File: config.mk
export PLATFORM = sky130hd
export DESIGN_NAME = ctr_reload_seq
export DESIGN_NICKNAME = d
export VERILOG_FILES = /design/src/rtl/ctr_reload_seq.sv
export SDC_FILE = /design/constraint.sdc
export NUM_CORES = 1
export LEC_CHECK = 0
export CORE_ASPECT_RATIO = 0.6
export CORE_MARGIN = 1.5
export CORE_UTILIZATION = 25
export DETAILED_ROUTE_END_ITERATION = 10
export PLACE_DENSITY = 0.61
export SETUP_SLACK_MARGIN = 0.4
export SYNTH_ARGS = -nofsm -noshare
export SYNTH_HDL_FRONTEND = slang
export SYNTH_SLANG_ARGS = --single-unit
File: constraint.sdc
create_clock -name CK -period 1.5 [get_ports CK]
set_input_delay 0.3 -clock CK [delete_from_list [all_inputs] [get_ports CK]]
set_output_delay 0.3 -clock CK [all_outputs]
set_load 0.01 [all_outputs]
File: src/rtl/ctr_reload_seq.sv
// ctr_reload_seq: prescaled count-enable, load strobe and reload/IRQ timing for a 4-bit-slice up-counter chain.
// Latency: LD is asserted the cycle after START; TC_IRQ is asserted the cycle after an accepted CO.
// Backpressure: none. EN low freezes the prescaler and RUN state and forces CI low, so the period stretches.
//
// Optional feature: define CTR_RELOAD_OVR_EN to add IRQ_ACK and a sticky OVR interrupt-overrun flag.
//
// Ports:
//   CK      rising-edge clock
//   RST     synchronous reset, active high
//   EN      global enable; low freezes the prescaler and RUN state and forces CI=0
//   START   single-cycle start/restart request (ignored while EN=0 and during LOAD)
//   MODE    0 = one-shot, 1 = periodic; sampled in LOAD
//   RELOAD  tick count minus 1; sampled in LOAD
//   PSC     prescale divisor minus 1; sampled in LOAD
//   CO      terminal carry-out of the chain (all ones AND CI)
//   CI      count enable / carry-in to the chain
//   LD      load strobe to the chain
//   D       load value, ~RELOAD during LOAD, otherwise 0
//   TC_IRQ  one-cycle terminal-count pulse
//   BUSY    high in LOAD and RUN
//   IRQ_ACK (optional) acknowledges a pending TC_IRQ
//   OVR     (optional) sticky; set when TC_IRQ fires while the previous one is still unacknowledged

module ctr_reload_seq #(
    parameter int WIDTH = 16,   // multiple of 4, one slice per nibble
    parameter int PSC_W = 8
) (
    input  logic             CK,
    input  logic             RST,
    input  logic             EN,
    input  logic             START,
    input  logic             MODE,
    input  logic [WIDTH-1:0] RELOAD,
    input  logic [PSC_W-1:0] PSC,
    input  logic             CO,
`ifdef CTR_RELOAD_OVR_EN
    input  logic             IRQ_ACK,
    output logic             OVR,
`endif
    output logic             CI,
    output logic             LD,
    output logic [WIDTH-1:0] D,
    output logic             TC_IRQ,
    output logic             BUSY
);

    localparam logic [1:0] S_IDLE = 2'd0;
    localparam logic [1:0] S_LOAD = 2'd1;
    localparam logic [1:0] S_RUN  = 2'd2;
    localparam logic [1:0] S_DONE = 2'd3;

    logic [1:0]       state_q, state_d;
    logic [PSC_W-1:0] p_q, p_d;
    logic [PSC_W-1:0] psc_q;
    logic             mode_q;
    logic             irq_q, irq_d;

    logic tick;
    logic co_acc;
    logic start_ok;

    // The chain holds the loaded count, so only PSC and MODE need to be kept here.
    assign tick     = (state_q == S_RUN) && EN && (p_q == psc_q);
    // CO is only meaningful while we are actually enabling the chain.
    assign co_acc   = tick && CO;
    assign start_ok = START && EN;

    always_comb begin
        state_d = state_q;
        p_d     = p_q;
        irq_d   = 1'b0;
        case (state_q)
            S_IDLE: begin
                p_d = '0;
                if (start_ok) state_d = S_LOAD;
            end
            S_LOAD: begin
                p_d     = '0;
                state_d = S_RUN;
            end
            S_RUN: begin
                if (EN) p_d = tick ? '0 : p_q + {{(PSC_W-1){1'b0}}, 1'b1};
                if (co_acc) begin
                    irq_d   = 1'b1;
                    state_d = mode_q ? S_LOAD : S_DONE;
                end
                // A restart overrides the terminal decision; the IRQ above still fires.
                if (start_ok) state_d = S_LOAD;
            end
            S_DONE: begin
                p_d     = '0;
                state_d = start_ok ? S_LOAD : S_IDLE;
            end
            default: begin
                p_d     = '0;
                state_d = S_IDLE;
            end
        endcase
    end

    always_ff @(posedge CK) begin
        if (RST) begin
            state_q <= S_IDLE;
            p_q     <= '0;
            psc_q   <= '0;
            mode_q  <= 1'b0;
            irq_q   <= 1'b0;
        end else begin
            state_q <= state_d;
            p_q     <= p_d;
            irq_q   <= irq_d;
            if (state_q == S_LOAD) begin
                psc_q  <= PSC;
                mode_q <= MODE;
            end
        end
    end

    assign LD     = (state_q == S_LOAD);
    assign CI     = tick;
    // Chain counts up to all-ones, so loading ~RELOAD gives RELOAD+1 ticks to terminal.
    assign D      = LD ? ~RELOAD : '0;
    assign TC_IRQ = irq_q;
    assign BUSY   = (state_q == S_LOAD) || (state_q == S_RUN);

`ifdef CTR_RELOAD_OVR_EN
    logic pend_q;
    logic ovr_q;

    // An ACK coinciding with a new TC_IRQ retires the old event; the new one stays pending.
    always_ff @(posedge CK) begin
        if (RST) begin
            pend_q <= 1'b0;
            ovr_q  <= 1'b0;
        end else begin
            if (irq_q)        pend_q <= 1'b1;
            else if (IRQ_ACK) pend_q <= 1'b0;
            if (irq_q && pend_q && !IRQ_ACK) ovr_q <= 1'b1;
        end
    end

    assign OVR = ovr_q;
`endif

endmodule

==> summary.md <==
| Metric | Value |
|---|---|
| Top cells by area, synth | `dfxtp_1, nor2b_1, xor2_1` |
| Synth async-reset ratio | `0` |
| Sequential power share | `0.230` |
| Leading register cell type out of synthesis | `dfxtp_1` |
| Max clock buf depth | `2` |
| Design area | `2270 um^2` |
| Vias | `between 1000 and 1500` |
| Die W | `89.3 um` |
| Dpl ws | `-560 ps` |
| Maximum vdd drop | `0.000438 V` |
| Worst setup margin | `-161 ps` |
| CP required | `roughly 1700 ps` |
| Fill cell count | `around 370` |
| Crit path time final | `between 1500 and 2000 ps` |
| Hold_sp | `psc_q[7]` |
| Die Height | `54.8 um` |
| Status | `finished, violations left` |
| Yosys warning count | `0` |
| Hold Vio Cnt, Final | `0` |
| Setup violations, final | `30` |
| Post-layout util | `0.543` |
| Synth Instances | `125` |
| Clock net sink count | `20` |
| First-pass GRT wire length | `5.10 mm` |
| Crit Path Max Fanout | `3` |
| TritonCTS Buffers | `3` |
| CTS tree | `done` |
| Largest net degree at the start of global routing | `12` |
| Clk slew on worst S/H paths | `~80 ps` |
| Part of the Yosys area used for sequential elements | `0.358` |
| Placer congestion estimate | `0.836` |
| Port bufs | `a little under 50` |
| Dpl cell area | `2010 um^2` |
| Synthesized flop and latch total | `20` |
| Delay-heaviest family, CP | `simple AND/OR/NAND/NOR gates` |
| Hold slack | `524 ps` |
| Worst Setup End Kind | `flop` |
| FP Rows | `18` |
| Area delta synth->final | `103%` |
| Share of layout cells above drive strength 1 | `0.447` |
| Top cells by count, synth | `nor2_1, dfxtp_1, nor2b_1` |
| Synthesized area | `1120 um^2` |
| Syn nets | `162` |
| Most used cell, CP | `buf_6` |
| Slowest-stage cell, CP | `dfxtp_4` |
| Final WL | `3.57 mm` |
| Most common cell in the netlist | `nor2_1` |
| Worst Setup Start Kind | `flop` |
| Leakage | `0.968 nW` |
| DRC Markers | `0` |
| Slew @ Worst Pin | `245 ps` |
| Pins Over Slew Limit | `0` |
| Clock Tree Root | `clkbuf_8` |
| Sw Ratio | `0.332` |
| Achievable Freq | `~600 MHz` |
| WL/cell | `13.3 um` |
| Worst slew margin | `0.836` |
| H-tree depth | `1` |
| Die ar. | `~4900 um^2` |
| Worst path arrival time | `roughly 1800 ps` |
| Initial Util | `0.267` |
| WS Path Type | `flop to flop` |
| RSZ-0062 raised after global routing | `true` |
| Gr ovfl total | `0` |
| Critical R2R Launch | `state_q[1]` |
| Max Cap Violations | `0` |
| Crit-path max cell delay | `360 ps` |
| Min-Delay Path Class | `flop to flop` |
| Initial antenna violation count | `0` |
| Cell taking the most area after synthesis | `dfxtp_1` |
| Vias in the first global route | `1091` |
| Clock power share | `0.119` |
| GRT Resource Usage Total | `0.142` |
| Fin crit share | `1.11` |
| Vias per cell | `4.29` |
| Worst path cell trace | `buf_6, inv_4, buf_6, buf_6, ha_4, nor2b_2, and4_1, or2_1, a32o_1` |
| Combinational power share | `0.651` |
| Violated checks | `setup timing` |
| Count of nets after finishing | `246` |
| Antenna cell count | `0` |
| Post-Syn Area per Cell | `8.94 um^2` |
| Core ar. | `4190 um^2` |
| PwrDens | `around 1300 nW/um^2` |
| Clk Latency, worst-skew pair | `260 ps` |
| Switching Power | `~0.99 mW` |
| # IOs | `50` |
| Worst Setup SP | `state_q[1]` |
| Layout Skew | `7.27 ps` |
| Number of enable flip-flop cells after synthesis | `0` |
| DR pass1 iterations | `4` |
| Netlist cell types | `28` |
| 1st-iter DRT viols | `34` |
| Buf/Inv on CP | `4` |
| P_int | `2.00 mW` |
| DPL Wire Length | `2.67 mm` |
| Post-synth top area share | `0.358` |
| Antenna Nets Post-Route | `0` |
-- final timing paths --
kind	to	slack [ps]	cells past startpoint
max	state_q[0]	-160	9
min	psc_q[7]	520	2
max reg2reg	state_q[0]	-160	9
min reg2reg	psc_q[7]	520	2
-- per-stage QoR --
step | power, mW | instances | TNS [ps]
after global routing | 3.16 | 268 | -5290
final | 3.00 | 268 | -3390
after detailed placement | 2.18 | 252 | -7180
after floorplan | 1.62 | 125 | 0
after CTS | 2.75 | 267 | -5370
after global placement | 2.16 | 252 | -6590
-- state kept, by name (all words and copies together), names as in the netlist --
signal,count
TC_IRQ,1
mode_q,1
psc_q,8
p_q,8
state_q,2
-- power by group through the flow --
stage               sequential [mW]  combinational, mW  clock, mW
global route                  0.695               2.07      0.388
floorplan                     0.707              0.914          0
CTS                           0.680               1.71      0.362
finish                        0.688               1.95      0.358
global placement              0.697               1.46          0
detailed placement            0.695               1.49          0
-- worst reg2reg max path: stages (launching register included) --
cell	delay [ps]
dfxtp_4	360
buf_6	120
inv_4	50
buf_6	90
buf_6	90
ha_4	130
nor2b_2	40
and4_1	200
or2_1	250
a32o_1	220
-- placed cells by master, fill, tap and decap left out, types with 2 or more instances in the layout --
master / n
ha_1: 4
and4_1: 2
clkbuf_8: 3
buf_4: 21
nand2_1: 5
mux2i_1: 10
inv_4: 2
clkdlybuf4s50_1: 28
dfxtp_1: 15
dfxtp_4: 2
buf_6: 31
xnor2_1: 3
xor2_1: 12
nor2b_4: 16
nand4_1: 3
o21ai_1: 2
ha_4: 3
dfxtp_2: 3
nor2_1: 20
-- final cells by class --
type | instances | area, um^2 | share of cell area
Clock buffer | 3 | 41.3 | 0.0182
Clock inverter | 1 | 3.75 | 0.00165
Inverter | 3 | 16.3 | 0.00715
Multi-Input combinational cell | 97 | 890 | 0.391
Sequential cell | 20 | 412 | 0.181
Tap cell | 60 | 75.1 | 0.0330
Timing Repair Buffer | 84 | 836 | 0.368
-- logic make-up (layout without fill, tap and decap cells) --
kind of cell / count (synthesis) / count (layout) / share of synthesized area
multiplexers: 10 / 10 / 0.0896
buffers and inverters: 8 / 91 / 0.0291
AO/OA/AOI/OAI: 8 / 8 / 0.0582
XOR/XNOR: 15 / 15 / 0.118
flip-flops: 20 / 20 / 0.358
adder cells (fa/ha/maj): 7 / 7 / 0.0784
AND/OR/NAND/NOR: 57 / 57 / 0.269
-- what timing repair did --
| action | in CTS | in global routing |
|---|---|---|
| gates resized for setup | 99 | 29 |
| buffers inserted | 10 | 1 |
| pin swaps | 17 | 8 |
| hold buffers | 0 | 0 |
| gates cloned | 1 | 0 |
| endpoints found under the setup margin | 40 | 40 |
-- metal layers --
layer / vias up / global-route usage / part of all wire
met5: - / 0 / 0
met4: 0 / 0.0231 / 0.0031
met3: 2 / 0.0407 / 0.059
met2: 30 / 0.238 / 0.47
met1: 531 / 0.187 / 0.47
li1: 586 / - / -
No activity file was read; power rests on OpenSTA's default activity.
